==> src/rtl/rcn_av_pkg.sv <==
// Shared widths, arbiter state encoding and debug view for the rcn Avalon arbiter.
package rcn_av_pkg;

    localparam int RCN_AV_ADDR_W = 22;
    localparam int RCN_AV_DATA_W = 32;
    localparam int RCN_AV_BE_W   = 4;

    typedef enum logic {
        ARB_UNLOCKED = 1'b0,
        ARB_LOCKED   = 1'b1
    } arb_state_t;

    // Fixed-width observation of internal state; narrower fields are zero-extended.
    typedef struct packed {
        arb_state_t  state;
        logic [1:0]  lock_port;
        logic [1:0]  rr_ptr;
        logic [15:0] rd_count;
    } rcn_av_dbg_t;

    function automatic int rcn_av_idx_w(input int n);
        return (n > 1) ? $clog2(n) : 1;
    endfunction

endpackage

==> src/rtl/rcn_av_owner_fifo.sv <==
// In-order FIFO of port indices, one entry per read still awaiting its data.
module rcn_av_owner_fifo
    import rcn_av_pkg::*;
#(
    parameter int DEPTH = 8,
    parameter int W     = 1
) (
    input  logic                     av_clk,
    input  logic                     av_rst,
    input  logic                     push,
    input  logic [W-1:0]             din,
    input  logic                     pop,
    output logic [W-1:0]             head,
    output logic                     full,
    output logic                     empty,
    output logic [$clog2(DEPTH):0]   count
);

    localparam int PTR_W = $clog2(DEPTH);

    logic [W-1:0]     mem [DEPTH];
    logic [PTR_W-1:0] wr_ptr;
    logic [PTR_W-1:0] rd_ptr;
    logic             do_push;
    logic             do_pop;

    assign full    = (count == (PTR_W+1)'(DEPTH));
    assign empty   = (count == '0);
    assign do_pop  = pop & ~empty;
    assign do_push = push & (~full | do_pop);
    assign head    = mem[rd_ptr];

    always_ff @(posedge av_clk or posedge av_rst) begin
        if (av_rst) begin
            wr_ptr <= '0;
            rd_ptr <= '0;
            count  <= '0;
        end else begin
            if (do_push) wr_ptr <= wr_ptr + 1'b1;
            if (do_pop)  rd_ptr <= rd_ptr + 1'b1;
            case ({do_push, do_pop})
                2'b10:   count <= count + 1'b1;
                2'b01:   count <= count - 1'b1;
                default: count <= count;
            endcase
        end
    end

    // Storage needs no reset: head is only consumed while the FIFO is non-empty.
    always_ff @(posedge av_clk) begin
        if (do_push) mem[wr_ptr] <= din;
    end

endmodule

==> src/rtl/rcn_av_arb.sv <==
// N-port Avalon-MM arbiter in front of one avalon2rcn master, routing read data back by issue order.
// Define RCN_AV_ARB_FIXED_PRIO_EN for fixed lowest-index-first priority instead of round-robin.
module rcn_av_arb
    import rcn_av_pkg::*;
#(
    parameter int NUM_PORTS = 2,
    parameter int RD_DEPTH  = 8
) (
    input  logic                               av_clk,
    input  logic                               av_rst,
    input  logic [RCN_AV_ADDR_W*NUM_PORTS-1:0] s_address,
    input  logic [NUM_PORTS-1:0]               s_write,
    input  logic [NUM_PORTS-1:0]               s_read,
    input  logic [RCN_AV_BE_W*NUM_PORTS-1:0]   s_byteenable,
    input  logic [RCN_AV_DATA_W*NUM_PORTS-1:0] s_writedata,
    output logic [NUM_PORTS-1:0]               s_waitrequest,
    output logic [RCN_AV_DATA_W-1:0]           s_readdata,
    output logic [NUM_PORTS-1:0]               s_readdatavalid,
    output logic [RCN_AV_ADDR_W-1:0]           m_address,
    output logic                               m_write,
    output logic                               m_read,
    output logic [RCN_AV_BE_W-1:0]             m_byteenable,
    output logic [RCN_AV_DATA_W-1:0]           m_writedata,
    input  logic                               m_waitrequest,
    input  logic [RCN_AV_DATA_W-1:0]           m_readdata,
    input  logic                               m_readdatavalid,
    output rcn_av_dbg_t                        dbg
);

    localparam int IDX_W = rcn_av_idx_w(NUM_PORTS);
    localparam int CNT_W = $clog2(RD_DEPTH) + 1;

    // Handshake: a request (read|write) is held until the cycle it is seen with
    // waitrequest low; that cycle is the transfer. Read data returns later, in issue order.

    arb_state_t       state, state_nxt;
    logic [IDX_W-1:0] lock_port, lock_port_nxt;
    logic [IDX_W-1:0] grant;
    logic             grant_vld;
    logic [IDX_W-1:0] search_base;
    logic [NUM_PORTS-1:0] req, eligible;
    logic             accept;
    logic             fifo_full, fifo_empty;
    logic [IDX_W-1:0] fifo_head;
    logic [CNT_W-1:0] fifo_count;

    function automatic logic [IDX_W-1:0] port_add(input logic [IDX_W-1:0] base, input int off);
        logic [IDX_W:0] s;
        s = {1'b0, base} + (IDX_W+1)'(off);
        if (s >= (IDX_W+1)'(NUM_PORTS)) s = s - (IDX_W+1)'(NUM_PORTS);
        return s[IDX_W-1:0];
    endfunction

    assign req      = s_read | s_write;
    assign eligible = req & ~(s_read & {NUM_PORTS{fifo_full}});
    assign accept   = (m_read | m_write) & ~m_waitrequest;

`ifdef RCN_AV_ARB_FIXED_PRIO_EN
    assign search_base = '0;
`else
    always_ff @(posedge av_clk or posedge av_rst) begin
        if (av_rst)      search_base <= '0;
        else if (accept) search_base <= port_add(grant, 1);
    end
`endif

    always_comb begin
        grant     = lock_port;
        grant_vld = 1'b0;
        if (state == ARB_LOCKED) begin
            grant_vld = 1'b1;
        end else begin
            for (int i = 0; i < NUM_PORTS; i++) begin
                if (!grant_vld && eligible[port_add(search_base, i)]) begin
                    grant     = port_add(search_base, i);
                    grant_vld = 1'b1;
                end
            end
        end
    end

    always_comb begin
        m_address     = s_address[int'(grant)*RCN_AV_ADDR_W +: RCN_AV_ADDR_W];
        m_byteenable  = s_byteenable[int'(grant)*RCN_AV_BE_W +: RCN_AV_BE_W];
        m_writedata   = s_writedata[int'(grant)*RCN_AV_DATA_W +: RCN_AV_DATA_W];
        m_read        = grant_vld & ~av_rst & s_read[grant];
        m_write       = grant_vld & ~av_rst & s_write[grant];
        s_waitrequest = '1;
        if (grant_vld && !av_rst) s_waitrequest[grant] = m_waitrequest;
    end

    // A stalled request pins the grant until it completes or is (illegally) withdrawn.
    always_comb begin
        state_nxt     = state;
        lock_port_nxt = lock_port;
        if (accept) begin
            state_nxt = ARB_UNLOCKED;
        end else if (state == ARB_LOCKED) begin
            if (!req[lock_port]) state_nxt = ARB_UNLOCKED;
        end else if ((m_read || m_write) && m_waitrequest) begin
            state_nxt     = ARB_LOCKED;
            lock_port_nxt = grant;
        end
    end

    always_ff @(posedge av_clk or posedge av_rst) begin
        if (av_rst) begin
            state     <= ARB_UNLOCKED;
            lock_port <= '0;
        end else begin
            state     <= state_nxt;
            lock_port <= lock_port_nxt;
        end
    end

    rcn_av_owner_fifo #(
        .DEPTH (RD_DEPTH),
        .W     (IDX_W)
    ) u_owner_fifo (
        .av_clk (av_clk),
        .av_rst (av_rst),
        .push   (accept & m_read),
        .din    (grant),
        .pop    (m_readdatavalid),
        .head   (fifo_head),
        .full   (fifo_full),
        .empty  (fifo_empty),
        .count  (fifo_count)
    );

    assign s_readdata = m_readdata;

    always_comb begin
        s_readdatavalid = '0;
        if (m_readdatavalid && !fifo_empty && !av_rst) s_readdatavalid[fifo_head] = 1'b1;
    end

    always_comb begin
        dbg.state     = state;
        dbg.lock_port = 2'(lock_port);
        dbg.rr_ptr    = 2'(search_base);
        dbg.rd_count  = 16'(fifo_count);
    end

endmodule
==> config.mk <==
export PLATFORM = sky130hd
export DESIGN_NAME = rcn_av_arb
export DESIGN_NICKNAME = d
export VERILOG_FILES = /design/src/rtl/rcn_av_pkg.sv /design/src/rtl/rcn_av_owner_fifo.sv /design/src/rtl/rcn_av_arb.sv
export SDC_FILE = /design/constraint.sdc
export NUM_CORES = 1
export LEC_CHECK = 0
export CORE_AREA = 3 3 106 108
export DETAILED_ROUTE_END_ITERATION = 10
export DIE_AREA = 0 0 109 111
export GPL_TIMING_DRIVEN = 0
export PLACE_DENSITY_LB_ADDON = 0.05
export SKIP_LAST_GASP = 1
export SYNTH_ARGS = -nofsm -noshare
export SYNTH_HDL_FRONTEND = slang
export SYNTH_SLANG_ARGS = --single-unit
==> constraint.sdc <==
create_clock -name av_clk -period 3.12 [get_ports av_clk]
set_input_delay 0.936 -clock av_clk [delete_from_list [all_inputs] [get_ports av_clk]]
set_output_delay 0.936 -clock av_clk [all_outputs]
set_load 0.02 [all_outputs]
Word level (Yosys, flattened, before mapping):

Memories as Yosys holds them, arrays and structs flattened.
Cells that the tools add are included.

* bits in read-only memories: 0
* flip-flop bits (word level): 13
* memory bits (writable): 8
* output and inout port bits: 117
* memories kept: 1
* latch bits: 0

Memory list
* u_owner_fifo.mem: words 8, bits a word 1, read ports 1, clocked after memory_dff 0, wr ports 1, line rcn_av_owner_fifo.sv:21 `logic [W-1:0] mem [DEPTH];`

* multipliers: 1
* magnitude comparators: 10
* shift operators: 3
* equal/unequal tests: 3
* div/mod/pow operators: 0
* reductions and logical operators: 14
* add/subtract/negate cells: 9
* multiplexer cells: 35
* bitwise logic cells: 21

Operators by type and width (number)
* indexed part select 64 x 7 -> 32 bit: 1
* indexed part select 44 x 7 -> 22 bit: 1
* two-way mux 1 bit: 30
* < comparator 1 x 2 -> 1 bit (second input constant): 5
* case mux 4 bit (2 select lines): 1
* indexed part select 8 x 4 -> 4 bit: 1
* bitwise AND 1 bit: 7
* logical AND 1 bit: 7
* adder 3 x 1 -> 3 bit (second input constant): 2
* inverter 1 bit: 6
* multiplier 1 x 4 -> 5 bit (second input constant): 1
* adder 1 x 1 -> 2 bit (second input constant): 2
* adder 4 x 1 -> 4 bit (second input constant): 1
* bitwise AND 2 bit: 2
* equality test 4 bit (second input constant): 1
* greater-or-equal comparator 2 bit (second input constant): 2
* zero test 4 bit: 1
* two-way mux 2 bit: 2
* inverter 2 bit: 2
* bitwise OR 2 bit: 2
* subtractor 4 x 1 -> 4 bit (second input constant): 1
* zero test 1 bit: 3
* AND reduction 3 bit: 1
* subtractor 1 bit (second input constant): 3
* 8 further kinds: 11

Depth between registers and ports, before layout:

Gate-level depths: netlist (run 1).

* word-level depth: 21
* depth in mapped cells: 13
* depth with buffers taken out: 12

Cells and area by module:

A second synthesis (run 1) with hierarchy kept.

* cell total of the unflattened synthesis: 238
* area, all modules: 2686.3 µm²

Modules (own cells, without submodules)
* rcn_av_arb: seq. area each 75.1 µm², area an instance 1702.9 µm², times used 1, cells each 157
* rcn_av_owner_fifo: seq. area each 490.5 µm², area an instance 983.4 µm², times used 1, cells each 81

Worst setup path before layout (run 1):

No wires, ideal clock.

* kind: input port to output port
* start: input port s_read[1]
* end: output port m_writedata[14]
* arrival time: 2.345 ns
* stages on the path: 5
* required time: 2.184 ns
* buffers on the path: 1
* path slack: -0.161 ns
* cells stage by stage: nor3b_1 > nor3_1 > a21oi_2 > buf_6 > mux2_2

* cells in the longest elaborated chain, start to end: 12
* elaborated cells on any way between the ends: 16
* those cells by class: shift: 1; mux: 9; bitwise: 4; reduce/logical: 2

Ends and longest elaborated chain
* from (decl): line rcn_av_arb.sv:13 `input logic [NUM_PORTS-1:0] s_read,`
* bitwise AND 2 bit: line rcn_av_arb.sv:55 `assign eligible = req & ~(s_read & {NUM_PORTS{fifo_full}});`
* inverter 2 bit: line rcn_av_arb.sv:55
* bitwise AND 2 bit (*): line rcn_av_arb.sv:55
* two-way mux 1 bit (not written as such) (2 in series): line rcn_av_arb.sv:74 `if (!grant_vld && eligible[port_add(search_base, i)]) begin`
* two-way mux 1 bit: line rcn_av_arb.sv:74
* two-way mux 1 bit: line rcn_av_arb.sv:70 `if (state == ARB_LOCKED) begin`
* zero test 1 bit: line rcn_av_arb.sv:74
* logical AND 1 bit: line rcn_av_arb.sv:74
* two-way mux 1 bit (*): line rcn_av_arb.sv:74
* two-way mux 1 bit (*): line rcn_av_arb.sv:70
* net grant: line rcn_av_arb.sv:38 `logic [IDX_W-1:0] grant;`
* indexed part select 64 x 7 -> 32 bit (*): line rcn_av_arb.sv:85 `m_writedata = s_writedata[int'(grant)*RCN_AV_DATA_W +: RCN_AV_DATA_W];`
* to (decl): line rcn_av_arb.sv:23 `output logic [RCN_AV_DATA_W-1:0] m_writedata,`

Mark *: on every way through the listed nets, which the timed path passes. The rest lies on a longest branch. The select of a mux whose other input is x is not followed.

Worst setup path after layout (run 1):

* start: input port s_read[1]
* end: output port m_writedata[5]

* cells in the longest elaborated chain, start to end: 12
* elaborated cells on any way between the ends: 16
* those cells by class: shift: 1; mux: 9; bitwise: 4; reduce/logical: 2

Ends and longest elaborated chain (line)
* bitwise AND 2 bit: rcn_av_arb.sv:55
* inverter 2 bit: rcn_av_arb.sv:55
* bitwise AND 2 bit (*): rcn_av_arb.sv:55
* two-way mux 1 bit (not written as such) (2 in series): rcn_av_arb.sv:74
* two-way mux 1 bit: rcn_av_arb.sv:74
* two-way mux 1 bit: rcn_av_arb.sv:70
* zero test 1 bit: rcn_av_arb.sv:74
* logical AND 1 bit: rcn_av_arb.sv:74
* two-way mux 1 bit (*): rcn_av_arb.sv:74
* two-way mux 1 bit (*): rcn_av_arb.sv:70
* indexed part select 64 x 7 -> 32 bit (*): rcn_av_arb.sv:85

Mark *: on every way between the ends. The rest lies on a longest branch, timed or not. The select of a mux whose other input is x is not followed.

==> results.md, run 1 <==
* GR Util met1 at 0.1987
* Mean post-synth cell area at 10.45 µm²
* Avg WL per Cell at 17.48 µm
* Hold depth at 1
* First-pass GRT wire length at 16,120 µm
* Min-delay src: u_owner_fifo.rd_ptr[2]
* Maximum VDD drop at 0.3402 mV
* Cells along the critical path: buf_4 > inv_1 > nor3_4 > nor3_4 > a21oi_4 > buf_12 > buf_12 > mux2_2 > clkbuf_4
* Chip width at 109 µm
* Hold Crit Endpoint: u_owner_fifo.rd_ptr[2]
* RR Endpoint: u_owner_fifo.count[2]
* Via-per-instance ratio at 4.177
* IO Count at 273
* CTS tree: yes
* Finished Core Util at 0.5147
* CP max stage cell: mux2_2
* Min Clock Period, post-route at 3343 ps
* Synth area leaders: mux2_2 28%, buf_4 15%, dfrtp_1 13%
* Worst setup EP type: output port
* Total power at 3.597 mW
* Area after DPL at 4954 µm²
* Largest net degree at the start of global routing at 14
* Design area at 5314 µm²
* Crit start category: input pin
* Leak pwr at 2.315 nW
* RSZ-0062 raised after global routing: true
* Core area at 10,320 µm²
* M3 GR Usage at 0.05766
* Critical path's largest stage delay at 330 ps
* Max-slew violations at 0
* Number of H-tree levels at 1
* Yosys warning count at 0
* Area growth syn-to-layout at 120.2%
* RD Place Congestion at 0.7969
* Clock sinks at 21
* Arrival time worst endpoint at 2410 ps
* F_max at 299.1 MHz
* Reg2Reg Depth at 14
* Root Buffer: clkbuf_8
* CP max FO at 10
* Total Routing Usage GR at 0.1739
* Synth area leader: mux2_2
* Die area at 12,100 µm²
* Via count of the first global-routing pass at 2,857
* Failing checks: negative setup slack
* Worst Clk Skew at 2.160 ps
* Hold Path Class: register to register
* Worst r2r src: u_owner_fifo.count[1]
* Gr ovfl total at 0
* Drt pass-1 iters at 4
* Final Hold Vio Count at 0
* DRT iter0 DRCs at 57
* Status: finished with violations
* Fillers at 989
* Max-Cap Viols at 0
* Port Buffers at 226
* Post-CTS Hold Buffers at 0
* Synth Cell Area at 2414 µm²
* CP Class: input pin to output port
* Met2 Usage GRT at 0.3104
* Post-DRT Antenna Nets at 0
* # setup viols final at 61
* Final Instance Count excl. Fillers at 633
* Register-to-register setup slack at 70 ps
* Routed WL at 11,060 µm
* Longest Clk Path Bufs at 2
* Final nets at 658
* Rows at 37
* Initial Util at 0.2338
* Pwr/cell area at 677.0 nW/µm²
* # DRC at 0
* Post-route clock period utilization at 1.072
* Global route hottest layer: met2
* Clock Pin Slew Worst Setup and Hold Paths at 80 ps
* Worst-Skew Late Latency at 260 ps
* Flops & latches, synth at 21
* Setup slack after layout at -223.3 ps
* Die Ht at 111 µm
* Placed wire-length estimate at 9281 µm
* Cells after Synth at 231
* Via count at 2,644
* Seq/Total Area, Yosys at 0.2343
* Synth top area share at 0.2846
* CP required at 2180 ps
* Layout cells sized above 1 at 0.4899
* Placed cells at 606
* Netlist cell types at 39
* Initial antenna violation count at 0
* Total CTS buffers at 3
-- worst max path at each step --
stage | depth (start not counted) | start | endpoint
after floorplan | 13 | s_read[1] | u_owner_fifo.count[2]
after detailed placement | 8 | s_read[1] | m_writedata[23]
after global placement | 8 | s_read[1] | m_address[20]
after CTS | 10 | u_owner_fifo.count[0] | m_writedata[16]
after global routing | 9 | u_owner_fifo.count[1] | m_address[20]
final | 9 | s_read[1] | m_writedata[5]
-- placed cells by master (no fill, tap or decap), types with 2 or more instances in the layout --
cell             synthesis  routed
nand2_1                  8       7
buf_12                   0       6
or3_4                    2       2
nor2_1                   7       5
ha_2                     0       2
clkdlybuf4s50_1          0     157
mux4_2                   2       2
xor2_1                   3       3
buf_2                    0      25
dlygate4sd2_1            0       3
nor2_4                   0       2
nor3_4                   0       2
xnor2_1                  5       5
a21oi_4                  0       3
edfxtp_1                 8       8
ha_1                     5       2
o31ai_1                  2       2
nor4b_2                  3       2
nand2b_1                 2       2
dfrtp_2                  0       3
clkbuf_8                 0       3
o311ai_0                 2       2
dfrtp_1                 13      10
inv_1                    8       7
nor4b_4                  3       4
mux2i_1                  3       3
nor4_1                   2       2
nor3_1                   5       3
buf_6                    7      31
conb_1                   1      14
o21ai_0                  5       4
buf_4                   49      78
a21oi_1                  5       3
mux2_2                  61      37
nor2b_1                  4       3
mux2_4                   0      24
buf_16                   0       2
-- critical path: cells and delay by family --
family | cells | cell delay (ps)
compound gates | 1 | 170
buf+inv | 5 | 730
mux | 1 | 330
simple gates | 2 | 230
-- state kept, by name, summed over array words and instances (netlist names) --
register	count
lock_port	1
search_base	1
state	1
u_owner_fifo.count	4
u_owner_fifo.mem	8
u_owner_fifo.rd_ptr	3
u_owner_fifo.wr_ptr	3
-- cell usage after synthesis, drive strengths merged --
cell	instances
nand2	8
nand3b	1
o21ai	5
xor2	3
nand2b	2
dfrtp	13
o311ai	2
xnor2	5
a21oi	7
and3	1
inv	8
nor2b	4
buf	57
or4	1
nor2	7
o22ai	1
ha	5
mux2i	3
or4b	1
o31ai	2
a32oi	1
nor4	2
nor3b	1
conb	1
nor4b	7
a211oi	1
mux4	2
mux2	61
nor3	6
edfxtp	8
or2	2
or3	3
-- per-stage QoR --
| stage | TNS (ps) | hold slack, ps | setup slack [ps] |
|---|---|---|---|
| 2_1_floorplan | 0 | 466.2 | 2.375 |
| 3_3_place_gp | -88320 | 481.2 | -1407 |
| 3_5_place_dp | -93510 | 489.5 | -1479 |
| 4_1_cts | -12070 | 503.7 | -244.0 |
| 5_1_grt | -15780 | 514.0 | -300.2 |
| 6_report | -10960 | 498.0 | -223.3 |
-- kinds of logic after synthesis --
family	count (synthesis)	share of synthesized area
and+or+nand+nor	46	0.1436
other	1	0.001554
adders and majority gates	5	0.02592
AOI/OAI and AO/OA	19	0.05080
muxes	66	0.3157
DFF	21	0.2343
buffers and inverters	65	0.1991
xor gates and xnor gates	8	0.02903
-- layer usage --
metal,wire (µm),part of all wire
met5,0,0
met1,4054,0.37
met3,1031,0.093
met4,161,0.015
met2,5816,0.53
-- report_power, final --
group	internal [mW]	switching, mW	total (mW)
Combinational	1.60	1.28	2.88
Sequential	0.398	0.144	0.542
Clock	0.0889	0.0886	0.177
-- timing repair --
action	CTS	global route
gates cloned	3	0
pin swaps	4	9
gates resized for setup	378	27
endpoints found under the hold margin	0	0
setup endpoints to repair	69	65
buffers inserted	16	5
-- layout make-up --
type | count | area, µm² | share of cell area
Clock inverter | 1 | 5.005 | 0.0009418
Sequential cell | 21 | 569.3 | 0.1071
Buffer | 56 | 486.7 | 0.09159
Inverter | 8 | 33.78 | 0.006357
Timing Repair Buffer | 249 | 2372 | 0.4464
Tap cell | 136 | 170.2 | 0.03202
Multi-Input combinational cell | 158 | 1633 | 0.3073
Antenna cell | 1 | 2.502 | 0.0004709
Clock buffer | 3 | 41.29 | 0.007770
(Power assumes the default switching activity.)
==> run 2: changes to the inputs <==
--- a/config.mk
+++ b/config.mk
@@ -5,12 +5,13 @@
 export SDC_FILE = /design/constraint.sdc
 export NUM_CORES = 1
 export LEC_CHECK = 0
-export CORE_AREA = 3 3 106 108
+export CORE_MARGIN = 3
+export CORE_UTILIZATION = 27
 export DETAILED_ROUTE_END_ITERATION = 10
-export DIE_AREA = 0 0 109 111
 export GPL_TIMING_DRIVEN = 0
 export PLACE_DENSITY_LB_ADDON = 0.05
 export SKIP_LAST_GASP = 1
 export SYNTH_ARGS = -nofsm -noshare
 export SYNTH_HDL_FRONTEND = slang
+export SYNTH_HIERARCHICAL = 1
 export SYNTH_SLANG_ARGS = --single-unit
==> results.md, run 2 <==
* Critical path's largest stage delay at 300 ps (-30 ps)
* Area after DPL at 5184 µm² (+4.6%)
* Avg WL per Cell at 17.10 µm (-2.2%)
* Synth cell count leaders: 56 x mux2_4, 49 x buf_4, 13 x dfrtp_1
* Cells after Synth at 238 (+3.0%)
* CP Buf/Inv Count at 5 (unchanged)
* Synth area leader: mux2_4
* Seq/Total Area, Yosys at 0.2105 (-0.02379)
* CP delay by family, top: buffers and inverters
* Netlist cell types at 47 (+21%)
* Placed cells at 606 (unchanged)
* Yosys warning count at 6 (+6)
* Status: finished with violations
* Via-per-instance ratio at 4.223 (+1.1%)
* Hold Path Class: register to register
* Chip width at 105.7 µm (-3.0%)
* Finished Core Util at 0.6225 (+0.1078)
* Compound-Gate Fraction of Synth Area at 0.07313 (+0.02232)
* Mux contribution to synthesized area at 0.3735 (+0.05784)
* Flops & latches, synth at 21 (unchanged)
* Final nets at 675 (+2.6%)
* Drt pass-1 iters at 4 (unchanged)
* Worst-Skew Late Latency at 270 ps (about the same)
* Simple-gate share of the synthesized area at 0.08663 (-0.05697)
* Max FFs per register at 8 (unchanged)
* Largest regs: u_owner_fifo/mem: 8 flops, u_owner_fifo/count: 4 flops
* Main combinational cell family by area after synthesis: multiplexers
* Cells along the critical path: buf_4 > nand2b_4 > a21boi_4 > o32ai_4 > buf_6 > buf_12 > clkbuf_16 > mux2_4 > buf_6
* Core area at 9459 µm² (-8.4%)
* Maximum VDD drop at 0.4304 mV (+27%)
* Area growth syn-to-layout at 119.2%
* Ys flop type: dfrtp_1
* Worst r2r src: u_owner_fifo/count[1]
* Most common cell in the netlist: mux2_4
* Longest Clk Path Bufs at 2 (unchanged)
* Clock Pin Slew Worst Setup and Hold Paths at 80 ps (about the same)
* Max-slew violations at 0 (unchanged)
* Design area at 5888 µm² (+11%)
* F_max at 285.5 MHz (-4.5%)
* Die area at 11,180 µm² (-7.6%)
* Commonest non-fill, non-tap cell in the layout: clkdlybuf4s50_1
* CP max FO at 7 (-3)
* Number of H-tree levels at 1 (unchanged)
* IO Count at 273 (unchanged)
* Initial antenna violation count at 0 (unchanged)
* CP max stage cell: mux2_4
* Placed wire-length estimate at 8908 µm (-4.0%)
* RSZ-0062 raised after global routing: true
* Initial Util at 0.2840 (+0.05020)
* CP Class: input pin to output port
* Fillers at 766 (-23%)
* # DRC at 0 (unchanged)
* Synth Cell Area at 2686 µm² (+11%)
* Ant diodes at 0 (-1)
* Min-delay src: u_owner_fifo/rd_ptr[2]
* Root Buffer: clkbuf_8
* Pwr/cell area at 659.0 nW/µm² (-2.7%)
* Asr flop ratio synth at 0.6190 (unchanged)
* Die Ht at 105.7 µm (-4.7%)
* Crit start category: input pin
* Total CTS buffers at 3 (unchanged)
* Worst Clk Skew at 2.027 ps (-0.1338 ps)
* Setup slack after layout at -382.1 ps (-158.8 ps)
* Hold WS at 487.7 ps (-10.25 ps)
* Adder-cell share of the synthesized area at 0.02608 (+0.0001627)
* Total Routing Usage GR at 0.1799 (+0.006016)
* EDFF count, synth at 8 (unchanged)
* Layout cells sized above 1 at 0.5205 (+0.03055)
* Synth area leaders: mux2_4 31%, buf_4 14%, dfrtp_1 12%
* RD Place Congestion at 0.7797 (-2.2%)
* CP required at 2180 ps (about the same)
* Post-CTS Hold Buffers at 0 (unchanged)
* Critical Path Most Common Cell: buf_6
* Worst setup EP type: output port
* Post-route clock period utilization at 1.122 (+0.05090)
* CTS tree: yes
* Top reg by flops: u_owner_fifo/mem
* Largest net degree at the start of global routing at 14 (unchanged)
* Gr ovfl total at 0 (unchanged)
* Min Clock Period, post-route at 3502 ps (+158.8 ps)
* Post-DRT Antenna Nets at 0 (unchanged)
* Final Hold Vio Count at 0 (unchanged)
* Via count at 2,711 (+2.5%)
* Rows at 35 (-5.4%)
* DRT iter0 DRCs at 106 (+86%)
* Synth top area share at 0.3130 (+0.02839)
* Routed WL at 10,980 µm (-0.79%)
* Failing checks: negative setup slack
* Clock sinks at 21 (unchanged)
* Arrival time worst endpoint at 2570 ps (+160 ps)
* First-pass GRT wire length at 15,940 µm (-1.1%)
* CP startpoint: s_read[0]
* Final Instance Count excl. Fillers at 642 (+1.4%)
* # setup viols final at 64 (+4.9%)
* Mean post-synth cell area at 11.29 µm² (+8.0%)
* Most frequent cells in the layout: 157 x clkdlybuf4s50_1, 74 x buf_6, 63 x buf_4, 60 x mux2_4, 14 x conb_1
* Port Buffers at 226 (unchanged)
* Post-Synth XOR/XNOR Area at 0.02282 (-0.006208)
* Via count of the first global-routing pass at 2,615 (-8.5%)
* Max-Cap Viols at 0 (unchanged)
* Leak pwr at 2.624 nW (+13%)
## run 2: cell count changes after synthesis, moves of 3 or more
| cell | before | now |
|---|---|---|
| nor4b_2 | 3 | 0 |
| nand3_1 | 0 | 3 |
| nor4b_4 | 3 | 0 |
| buf_12 | 0 | 6 |
| mux2_2 | 61 | 6 |
| buf_6 | 7 | 2 |
| nor2b_1 | 4 | 0 |
| nor2_1 | 7 | 11 |
| mux2_4 | 0 | 56 |
## run 2: final timing paths
check / end / slack, ps / cells past startpoint
min: u_owner_fifo/rd_ptr[2] / 490 / 1
min in group asynchronous: lock_port / 1050 / 2
max reg2reg: u_owner_fifo/count[3] / -190 / 16
max in group asynchronous: u_owner_fifo/count[2] / 1600 / 2
min reg2reg: u_owner_fifo/rd_ptr[2] / 490 / 1
max: m_writedata[27] / -380 / 9
## run 2: per-layer routing
metal | part of all wire | up-vias | GRT usage
li1 | - | 1328 | -
met1 | 0.36 | 1270 | 0.1981
met2 | 0.56 | 102 | 0.3456
met3 | 0.071 | 11 | 0.04899
met4 | 0.0099 | 0 | 0.03053
met5 | 0 | - | 0
## run 2: repair_timing
action	4_1_cts	5_1_grt
cloned	3	4
pin swaps	10	12
buffers inserted	18	13
gates resized for setup	342	118
endpoints found under the setup margin	76	78
## run 2: area by class of cell
class                   count  area, µm²  area share
repair buffers            260       2760      0.4688
multi-input cells         162       1803      0.3062
flip-flops and latches     21      571.8     0.09711
plain buffers              56      499.2     0.08479
well taps                 129      161.4     0.02741
inverters                  10      43.79    0.007437
clock buffers               3      41.29    0.007012
clock inverters             1      7.507    0.001275
## run 2: cells by family after synthesis
kind of cell / count (synthesis)
AO/OA/AOI/OAI: 23
XOR/XNOR: 7
adder cells (fa/ha/maj): 5
buffers and inverters: 68
flip-flops: 21
multiplexers: 69
other: 1
AND/OR/NAND/NOR: 44
## run 2: per-stage QoR
step,setup WS [ps],setup TNS (ps),power [mW]
floorplan,-340.2,-832.1,2.141
global placement,-1180,-77750,3.016
detailed placement,-1155,-76070,3.034
CTS,-546.3,-31820,3.483
global route,-458.9,-25810,4.107
finish,-382.1,-20560,3.880
## run 2: where the power goes
part / leakage (nW) / internal [mW] / switching [mW]
logic: 2.39 / 1.91 / 1.26
clock network: 0.0217 / 0.0904 / 0.0974
registers: 0.217 / 0.394 / 0.129
